[src/rtl/muldiv_seq.sv]
// Iterative MUL/IMUL/DIV/IDIV sequencer for the 8088 core.
// All arithmetic is routed through the shared ALU in 3-cycle issue/wait/capture steps.
module muldiv_seq (
    input  logic        CLKx4,
    input  logic        RESETn,
    input  logic        start,
    input  logic [1:0]  op,
    input  logic        byteWord,
    input  logic [15:0] srcLo,
    input  logic [15:0] srcHi,
    input  logic [15:0] srcOp,
    output logic [15:0] resLo,
    output logic [15:0] resHi,
    output logic        busy,
    output logic        done,
    output logic        divError,
    output logic        mulOverflow,
    output logic [15:0] aluA,
    output logic [15:0] aluB,
    output logic [3:0]  aluOp,
    output logic        aluByteWord,
    output logic        aluCarryIn,
    input  logic [15:0] aluS,
    input  logic        aluCarry
);
    typedef enum logic [2:0] {S_IDLE, S_SETUP, S_PRE, S_CHECK, S_LOOP, S_POST, S_DONE} state_t;
    typedef enum logic [1:0] {PH_ISSUE, PH_WAIT, PH_CAPT} phase_t;
    typedef enum logic [1:0] {OP_MUL, OP_IMUL, OP_DIV, OP_IDIV} op_t;

    localparam logic [3:0] ALU_ADD  = 4'b1000;
    localparam logic [3:0] ALU_SUB  = 4'b1101;
    localparam logic [3:0] ALU_NEGA = 4'b0110;
    localparam logic [3:0] ALU_NOTA = 4'b0001;

    state_t      st_q, st_d;
    phase_t      ph_q, ph_d, ph_adv;
    op_t         op_q, op_d;
    logic        bw_q, bw_d;
    logic [15:0] hi_q, hi_d, lo_q, lo_d, m_q, m_d;
    logic [3:0]  cnt_q, cnt_d;
    logic [2:0]  pend_q, pend_d;
    logic        chain_q, chain_d, lonz_q, lonz_d, sq_q, sq_d, sr_q, sr_d;
    logic [15:0] res_lo_q, res_lo_d, res_hi_q, res_hi_d;
    logic        div_err_q, div_err_d, mul_ovf_q, mul_ovf_d;

    logic [15:0] alu_a, alu_b, mask, ld_mask, s_n, hs, ls;
    logic [3:0]  alu_op, last_idx;
    logic        capt, iter_done;

    function automatic logic msb_of(input logic [15:0] x, input logic bw);
        return bw ? x[15] : x[7];
    endfunction

    always_ff @(posedge CLKx4 or negedge RESETn) begin
        if (!RESETn) begin
            st_q      <= S_IDLE;
            ph_q      <= PH_ISSUE;
            op_q      <= OP_MUL;
            bw_q      <= 1'b0;
            hi_q      <= '0;
            lo_q      <= '0;
            m_q       <= '0;
            cnt_q     <= '0;
            pend_q    <= '0;
            chain_q   <= 1'b0;
            lonz_q    <= 1'b0;
            sq_q      <= 1'b0;
            sr_q      <= 1'b0;
            res_lo_q  <= '0;
            res_hi_q  <= '0;
            div_err_q <= 1'b0;
            mul_ovf_q <= 1'b0;
        end else begin
            st_q      <= st_d;
            ph_q      <= ph_d;
            op_q      <= op_d;
            bw_q      <= bw_d;
            hi_q      <= hi_d;
            lo_q      <= lo_d;
            m_q       <= m_d;
            cnt_q     <= cnt_d;
            pend_q    <= pend_d;
            chain_q   <= chain_d;
            lonz_q    <= lonz_d;
            sq_q      <= sq_d;
            sr_q      <= sr_d;
            res_lo_q  <= res_lo_d;
            res_hi_q  <= res_hi_d;
            div_err_q <= div_err_d;
            mul_ovf_q <= mul_ovf_d;
        end
    end

    always_comb begin
        st_d = st_q;       ph_d = ph_q;         op_d = op_q;       bw_d = bw_q;
        hi_d = hi_q;       lo_d = lo_q;         m_d = m_q;         cnt_d = cnt_q;
        pend_d = pend_q;   chain_d = chain_q;   lonz_d = lonz_q;
        sq_d = sq_q;       sr_d = sr_q;
        res_lo_d = res_lo_q;   res_hi_d = res_hi_q;
        div_err_d = div_err_q; mul_ovf_d = mul_ovf_q;
        alu_a = '0;  alu_b = '0;  alu_op = '0;
        iter_done = 1'b0;
        mask     = bw_q ? 16'hFFFF : 16'h00FF;
        ld_mask  = byteWord ? 16'hFFFF : 16'h00FF;
        last_idx = bw_q ? 4'd15 : 4'd7;
        s_n      = aluS & mask;
        capt     = (ph_q == PH_CAPT);
        ph_adv   = (ph_q == PH_ISSUE) ? PH_WAIT : ((ph_q == PH_WAIT) ? PH_CAPT : PH_ISSUE);
        hs = bw_q ? {hi_q[14:0], lo_q[15]} : {8'h00, hi_q[6:0], lo_q[7]};
        ls = bw_q ? {lo_q[14:0], 1'b0}     : {8'h00, lo_q[6:0], 1'b0};

        case (st_q)
            S_IDLE: if (start) begin
                op_d = op_t'(op);
                bw_d = byteWord;
                m_d  = srcOp & ld_mask;
                cnt_d = '0;
                ph_d = PH_ISSUE;
                div_err_d = 1'b0;
                mul_ovf_d = 1'b0;
                if (!op[1]) begin
                    hi_d = '0;
                    lo_d = srcLo & ld_mask;
                end else if (byteWord) begin
                    hi_d = srcHi;
                    lo_d = srcLo;
                end else begin
                    hi_d = {8'h00, srcLo[15:8]};
                    lo_d = {8'h00, srcLo[7:0]};
                end
                st_d = S_SETUP;
            end
            S_SETUP: begin
                chain_d = 1'b1;
                lonz_d  = 1'b0;
                pend_d  = '0;
                sq_d    = 1'b0;
                sr_d    = 1'b0;
                if (op_q == OP_IMUL) begin
                    pend_d = {msb_of(m_q, bw_q), 1'b0, msb_of(lo_q, bw_q)};
                    sq_d   = msb_of(lo_q, bw_q) ^ msb_of(m_q, bw_q);
                end else if (op_q == OP_IDIV) begin
                    pend_d = {msb_of(m_q, bw_q), msb_of(hi_q, bw_q), msb_of(hi_q, bw_q)};
                    sq_d   = msb_of(hi_q, bw_q) ^ msb_of(m_q, bw_q);
                    sr_d   = msb_of(hi_q, bw_q);
                end
                if (pend_d != '0) st_d = S_PRE;
                else              st_d = op_q[1] ? S_CHECK : S_LOOP;
            end
            // pend bits are serviced lo, hi, m; hi uses NotA when chained to a nonzero lo
            S_PRE, S_POST: begin
                ph_d = ph_adv;
                if (pend_q[0]) begin
                    alu_op = ALU_NEGA;
                    alu_a  = lo_q;
                    if (capt) begin
                        lo_d = s_n;
                        lonz_d = (lo_q != '0);
                        pend_d[0] = 1'b0;
                    end
                end else if (pend_q[1]) begin
                    alu_op = (chain_q && lonz_q) ? ALU_NOTA : ALU_NEGA;
                    alu_a  = hi_q;
                    if (capt) begin
                        hi_d = s_n;
                        pend_d[1] = 1'b0;
                    end
                end else begin
                    alu_op = ALU_NEGA;
                    alu_a  = m_q;
                    if (capt) begin
                        m_d = s_n;
                        pend_d[2] = 1'b0;
                    end
                end
                if (capt && pend_d == '0)
                    st_d = (st_q == S_POST) ? S_DONE : (op_q[1] ? S_CHECK : S_LOOP);
            end
            S_CHECK: begin
                alu_op = ALU_SUB;
                alu_a  = hi_q;
                alu_b  = m_q;
                ph_d   = ph_adv;
                if (capt) begin
                    if (!aluCarry) begin
                        div_err_d = 1'b1;
                        st_d = S_DONE;
                    end else begin
                        st_d = S_LOOP;
                    end
                end
            end
            S_LOOP: begin
                if (!op_q[1] && !lo_q[0]) begin
                    hi_d = bw_q ? {1'b0, hi_q[15:1]} : {9'h000, hi_q[7:1]};
                    lo_d = bw_q ? {hi_q[0], lo_q[15:1]} : {8'h00, hi_q[0], lo_q[7:1]};
                    iter_done = 1'b1;
                end else if (!op_q[1]) begin
                    alu_op = ALU_ADD;
                    alu_a  = hi_q;
                    alu_b  = m_q;
                    ph_d   = ph_adv;
                    if (capt) begin
                        hi_d = bw_q ? {aluCarry, s_n[15:1]} : {8'h00, aluCarry, s_n[7:1]};
                        lo_d = bw_q ? {s_n[0], lo_q[15:1]} : {8'h00, s_n[0], lo_q[7:1]};
                        iter_done = 1'b1;
                    end
                end else begin
                    // shifted partial remainder is presented combinationally; hi/lo move only at capture
                    alu_op = ALU_SUB;
                    alu_a  = hs;
                    alu_b  = m_q;
                    ph_d   = ph_adv;
                    if (capt) begin
                        iter_done = 1'b1;
                        if (msb_of(hi_q, bw_q) || !aluCarry) begin
                            hi_d = s_n;
                            lo_d = ls | 16'h0001;
                        end else begin
                            hi_d = hs;
                            lo_d = ls;
                        end
                    end
                end
            end
            S_DONE:  st_d = S_IDLE;
            default: st_d = S_IDLE;
        endcase

        if (iter_done) begin
            cnt_d = cnt_q + 4'd1;
            if (cnt_q == last_idx) begin
                st_d = S_DONE;
                if (op_q == OP_IMUL && sq_q) begin
                    st_d    = S_POST;
                    pend_d  = 3'b011;
                    chain_d = 1'b1;
                end else if (op_q == OP_IDIV) begin
                    if (msb_of(lo_d, bw_q)) begin
                        div_err_d = 1'b1;
                    end else if (sq_q || sr_q) begin
                        st_d    = S_POST;
                        pend_d  = {1'b0, sr_q, sq_q};
                        chain_d = 1'b0;
                    end
                end
            end
        end

        if (st_d == S_DONE && st_q != S_DONE) begin
            if (!div_err_d) begin
                res_hi_d = bw_q ? hi_d : '0;
                res_lo_d = bw_q ? lo_d : {hi_d[7:0], lo_d[7:0]};
            end
            case (op_q)
                OP_MUL:  mul_ovf_d = ((hi_d & mask) != '0);
                OP_IMUL: mul_ovf_d = bw_q ? (hi_d != {16{lo_d[15]}}) : (hi_d[7:0] != {8{lo_d[7]}});
                default: mul_ovf_d = 1'b0;
            endcase
        end
    end

    assign resLo       = res_lo_q;
    assign resHi       = res_hi_q;
    assign divError    = div_err_q;
    assign mulOverflow = mul_ovf_q;
    assign busy        = (st_q != S_IDLE);
    assign done        = (st_q == S_DONE);
    assign aluA        = alu_a;
    assign aluB        = alu_b;
    assign aluOp       = alu_op;
    assign aluByteWord = bw_q;
    assign aluCarryIn  = 1'b0;
endmodule

[config.mk]
export PLATFORM = sky130hd
export DESIGN_NAME = muldiv_seq
export DESIGN_NICKNAME = d
export VERILOG_FILES = /design/src/rtl/muldiv_seq.sv
export SDC_FILE = /design/constraint.sdc
export NUM_CORES = 1
export LEC_CHECK = 0
export ABC_AREA = 1
export BUFFER_PORTS_ARGS = -buffer_cell sky130_fd_sc_hd__buf_2
export CORE_ASPECT_RATIO = 0.7
export CORE_MARGIN = 3
export CORE_UTILIZATION = 50
export CTS_BUF_LIST = sky130_fd_sc_hd__clkbuf_8 sky130_fd_sc_hd__clkbuf_16
export DETAILED_ROUTE_END_ITERATION = 10
export HOLD_SLACK_MARGIN = 0.08
export PLACE_DENSITY = 0.7
export SETUP_SLACK_MARGIN = 0.4
export SKIP_CTS_REPAIR_TIMING = 1
export SLEW_MARGIN = 10
export SYNTH_ARGS = -nofsm -noshare
export SYNTH_HDL_FRONTEND = slang
export SYNTH_SLANG_ARGS = --single-unit
export TNS_END_PERCENT = 10
[constraint.sdc]
create_clock -name CLKx4 -period 4.7 [get_ports CLKx4]
set_input_delay 1.175 -clock CLKx4 [delete_from_list [all_inputs] [get_ports CLKx4]]
set_output_delay 1.175 -clock CLKx4 [all_outputs]
set_load 0.05 [all_outputs]
Yosys cells after proc, flatten, opt, wreduce, memory -nomap -nowiden
Cells that the tools add are included.
- output and inout port bits: 74
- word-level logic and storage cells: 207
- input bits: 71
- register bits after elaboration: 101
- $add $sub $neg: 1
- reduce and logical (&&, ||, !) cells: 34
- bitwise logic cells: 7
- mux-type cells: 127
- eq/ne operators: 21
- operators by type and width (operator ; count):
    two-way mux 16 bit ; 38
    one-hot mux 16 bit (3 select lines) ; 3
    AND 16 bit ; 4
    one-hot mux 16 bit (2 select lines) ; 2
    two-way mux 3 bit ; 21
    two-way mux 1 bit ; 39
    nonzero test 16 bit ; 2
    two-way mux 2 bit ; 11
    two-way mux 4 bit ; 5
    != test 16 bit ; 1
    two-way mux 15 bit ; 1
    one-hot mux 3 bit (5 select lines) ; 1
    equality test 3 bit (second input constant) ; 4
    != test 2 bit (second input constant) ; 6
    one-hot mux 4 bit (3 select lines) ; 1
    nonzero test 2 bit ; 6
    nonzero test 3 bit ; 3
    != test 8 bit ; 1
    AND reduction 2 bit ; 4
    equality test 3 x 2 -> 1 bit (second input constant) ; 2
    logical NOT 3 bit ; 2
    one-hot mux 1 bit (2 select lines) ; 3
    one-hot mux 2 bit (3 select lines) ; 1
    one-hot mux 3 bit (2 select lines) ; 1
    16 further kinds ; 28

Depth between registers and ports, before layout
- depth in word-level cells: 17
- gate-level depth with buffers: 20
- gate-level depth less buffers: 18

Worst setup path after synthesis
No wires, ideal clock.
- path kind: register to output
- start: reg bw_q, in the netlist aluByteWord
- end: out aluA[14]
- data arrival time: 2.641 ns
- stages on the path, launching flop included: 9
- setup slack: 0.884 ns
- path buffers: 6
- required time: 3.525 ns
- cell sequence: dfrtp_1 > buf_2 > buf_2 > buf_2 > buf_2 > clkbuf_1 > buf_1 > nand3_1 > o2111ai_1
- longest elaborated chain between the ends: 4
- ends and longest elaborated chain (element ; RTL line ; RTL):
    from (decl) ; 38 ; logic bw_q, bw_d;
    from (signal assigned) ; 77 ; bw_q <= bw_d;
    two-way mux 16 bit ; 109 ; hs = bw_q ? {hi_q[14:0], lo_q[15]} : {8'h00, hi_q[6:0], lo_q[7]};
    two-way mux 16 bit ; 198 ; end else if (!op_q[1]) begin
    two-way mux 16 bit ; 194 ; if (!op_q[1] && !lo_q[0]) begin
    one-hot mux 16 bit (3 select lines) ; 112 ; case (st_q)
    to (decl) ; 18 ; output logic [15:0] aluA,
No other way between the ends.

Worst setup path after layout
- start: reg op_q[1]
- end: out aluA[15]
- longest elaborated chain between the ends: 4
- ends and longest elaborated chain (element ; RTL line ; RTL):
    from (decl) ; 37 ; op_t op_q, op_d;
    from (signal assigned) ; 76 ; op_q <= op_d;
    logical NOT 1 bit ; - ;
    logical AND 1 bit ; 194 ;
    two-way mux 16 bit (*) ; 194 ;
    one-hot mux 16 bit (3 select lines) (*) ; 112 ;
Every way passes the cells marked *; elsewhere a longest branch is shown, timed or not.

==> run summary <==
Entering global routing, the biggest net connects 61 pins. Together, buffers and inverters on the worst path number 3. The largest clock skew in the final design came out at 0.0124 ns. The run gives 0.324 as the sequential element share of the synthesized area. The number of synthesized flops with an enable pin is 0, and the internal power contribution is 2.55 mW. Setup repair after global routing could not meet its margin everywhere. In this run the clock root is driven by a sky130_fd_sc_hd__clkbuf_16. 0 antenna diodes ended up in the layout.

The top cell type's share of synthesized area was 0.324. After routing, the total negative slack on setup checks comes to 0 ns. The first-pass GRT wire length is 51100 um. In this run, synthesis produced a sequential element count of 101.

Minimum setup slack after placement: 0.458 ns. Traced cell by cell, the critical path runs through inv_2 -> nand2_2 -> nand3_2 -> o21ai_2 -> inv_1 -> o21ai_0 -> a221o_1 -> buf_2. TritonCTS built the clock tree. Upper clock frequency limit: 243 MHz.

Ranked by instance count, the synthesized netlist is headed by sky130_fd_sc_hd__nand2_1 (412), sky130_fd_sc_hd__nor2_1 (147), sky130_fd_sc_hd__inv_1 (116). The fraction of registers with async set or reset after synthesis is 1.00. The DRC violation count after routing came out at 0. Compared with the post-synthesis result, the final layout area differs by 14.6%.

The core area was 15000 sq um. The total power per unit cell area was 730 nW/um^2. The detail route stage leaves a number of antenna-violating nets equal to 0. The maximum count of clock buffers along a single path is 2, and the net count of the finished layout is 1441. STA classifies the critical path startpoint as a flop. The total count of hold-check failures in the final report is 0, and the actual transition at the worst max-transition pin is 1.17 ns. Summed over all layers, the global routing overflow is 0.

The final route contains 9554 vias. The count of port buffers added during placement is 143, and the signal arrival time at the worst endpoint is 2.93 ns. The tools report the critical path capture point type as an output pin. The tools report the number of antenna violations at the first check in global routing as 0. The largest total area in the synthesized netlist belongs to sky130_fd_sc_hd__dfrtp_1. In the final routed layout, each cell accounts on average for 20.9 um.

During synthesis, Yosys emitted a total of 0 warnings. The placed wire-length estimate after detailed placement is 24900 um. In this run the worst path has a maximum fanout of 12.

Clock-pin slew was measured on the worst setup and hold paths at 0.08 ns. Setup violations remaining at the end of the flow were counted as 0. The analysis attributes to net switching a power of 3.98 mW.

Standard cell with the maximum stage delay on the critical path: sky130_fd_sc_hd__dfrtp_2. The smallest clock period supported by the final layout is computed as 4.11 ns. The max-slew headroom at the worst pin is 0.222, and the leakage power total is 4.67 nW. After detailed routing, the number of vias per cell comes to 6.09. In this run the horizontal extent of the chip is 155 um. The H-tree was split into 3 levels. Across all setup checks in the final design, the least slack found is 0.592 ns.

The tools report the peak supply drop as 0.477 mV. The run gives 1261 as the post-synthesis cell count. Routability-driven placement finished with a final weighted congestion of 1.04. The stage delay of the slowest cell on the critical path is 0.55 ns, and the effective utilization at floorplan is 0.520. Count of boundary I/O pins: 145.

Yosys instantiated no cell more often than sky130_fd_sc_hd__nand2_1. The final cycle utilization of the critical path was 0.874. The global-route usage over all layers was 0.378.

Worst min-delay path category: flop to flop. The tools report the number of library cell types mapped by synthesis as 47. The cell family contributing the most delay on the critical path was buffers and inverters. The run finished with clean final reports. For this block, the initial DRC count from the detailed router was 1449. The type of the setup path with the least slack is flop to output pin.

For the number of pins with negative max-slew slack in the final report, the log shows 0. The clock net in this run drives a total of 101 sinks. The share of total power consumed by net switching is 0.610, and the logic gate share of total power is 0.642. For the clock power share, the log shows 0.115. The first detailed-routing pass took 6 iterations.

By area the synthesized netlist is led by sky130_fd_sc_hd__dfrtp_1 (32%), sky130_fd_sc_hd__nand2_1 (20%), sky130_fd_sc_hd__o21ai_0 (7.3%), sky130_fd_sc_hd__nor2_1 (7.1%), sky130_fd_sc_hd__nand3_1 (5.8%). The tools report the net count after synthesis as 1333. For the worst-skew pair, the clock arrives at the later sink with an insertion delay of 0.36 ns. The part of the total power dissipated in sequential elements is 0.243, and the final wirelength is 32800 um. The fraction of final layout cells sized beyond drive strength 1 was 0.164. The required time of the worst setup path is 3.52 ns, and the die footprint is 17200 sq um. Summing every instance area after synthesis gives 7800 sq um. Max-cap violations in this run came to 0. The floorplan step set the die height to 110 um. The floorplan has 37 rows.

The run gives 8842 as the via count of the first global-routing pass. The dominant synthesized flop cell was sky130_fd_sc_hd__dfrtp_1. The average cell area after synthesis came out at 6.18 sq um. TritonCTS created 9 clock buffers.
## flip-flops by register name (all words and copies together) (netlist names)
| signal | count |
|---|---|
| sq_q | 1 |
| sr_q | 1 |
| divError | 1 |
| aluByteWord | 1 |
| chain_q | 1 |
| st_q | 3 |
| lo_q | 16 |
| m_q | 16 |
| pend_q | 3 |
| resLo | 16 |
| lonz_q | 1 |
| mulOverflow | 1 |
| hi_q | 16 |
| ph_q | 2 |
| op_q | 2 |
| resHi | 16 |
| cnt_q | 4 |
## cell type report
class	count	area, sq um
fillers	1527	6060
multi-input cells	960	4490
flip-flops and latches	101	2530
repair buffers	166	891
inverters	131	495
well taps	195	244
clock buffers	9	225
clock inverters	7	60.1
## metrics by stage
step | utilization | power (mW) | std cells | area (sq um) | hold slack, ns
floorplan | - | 4.37 | 1261 | 7800 | 0.453
global placement | 0.576 | 5.62 | 1553 | 8640 | 0.452
detailed placement | 0.576 | 5.62 | 1553 | 8640 | 0.453
CTS | 0.595 | 6.38 | 1569 | 8920 | 0.472
global route | 0.596 | 6.92 | 1569 | 8940 | 0.497
finish | 0.596 | 6.53 | 1569 | 8940 | 0.470
## worst min-delay path: cells and delay by family, from the launching register on
family	cells	cell delay [ns]
flip-flops	1	0.34
AND/OR/NAND/NOR	2	0.09
## kinds of logic after synthesis
family / Yosys count / share of synthesized area
simple gates: 733 / 0.398
compound gates: 224 / 0.173
buf+inv: 200 / 0.102
flops: 101 / 0.324
xor+xnor: 1 / 0.00112
fa+ha+maj: 1 / 0.00160
other cells: 1 / 0.000481
## final timing paths
| check | to | depth (start not counted) | slack, ns | from |
|---|---|---|---|---|
| max | aluA[15] | 8 | 0.59 | op_q[1]$_DFFE_PN0P_ |
| min | resLo[7]$_DFFE_PN0P_ | 2 | 0.47 | resLo[7]$_DFFE_PN0P_ |
| max reg2reg | resLo[15]$_DFFE_PN0P_ | 13 | 0.70 | op_q[1]$_DFFE_PN0P_ |
| min reg2reg | resLo[7]$_DFFE_PN0P_ | 2 | 0.47 | resLo[7]$_DFFE_PN0P_ |
| max in group asynchronous | op_q[1]$_DFFE_PN0P_ | 2 | 2.93 | RESETn |
| min in group asynchronous | m_q[3]$_DFFE_PN0P_ | 1 | 0.90 | RESETn |
## layout by cell type (no fill, tap or decap), drive strengths merged
master    count
conb          1
a32o          1
a21oi        35
nand3        96
o2111ai      13
nand2       418
a31oi         4
nand3b        1
clkinvlp      2
buf         166
a22o          1
clkbuf        9
o32ai         2
o21bai        1
a211oi        2
o31ai         1
a221oi        7
o22ai         6
xor2          1
or2           4
nor4          4
nor2        151
o21a          1
o211ai       21
a22oi         7
and2          1
clkinv        5
inv         131
dfrtp       101
nor3          7
o21ai       118
o221ai        3
a221o         1
ha            1
nand4        51
## power by group through the flow
stage               Combinational (mW)  Clock (mW)  Sequential [mW]
finish                            4.19       0.752             1.58
global route                      4.51       0.792             1.62
CTS                               4.07       0.756             1.56
detailed placement                4.06           0             1.57
global placement                  4.04           0             1.58
floorplan                         2.58           0             1.79
## metal layers
layer  up-vias  wire length [um]  track usage
met1      4399             13900        0.560
met5         -                 0            0
li1       4380                 -            -
met4         0              1090        0.127
met3        89              4630        0.102
met2       686             13200        0.530
No activity file was read; power rests on OpenSTA's default activity.
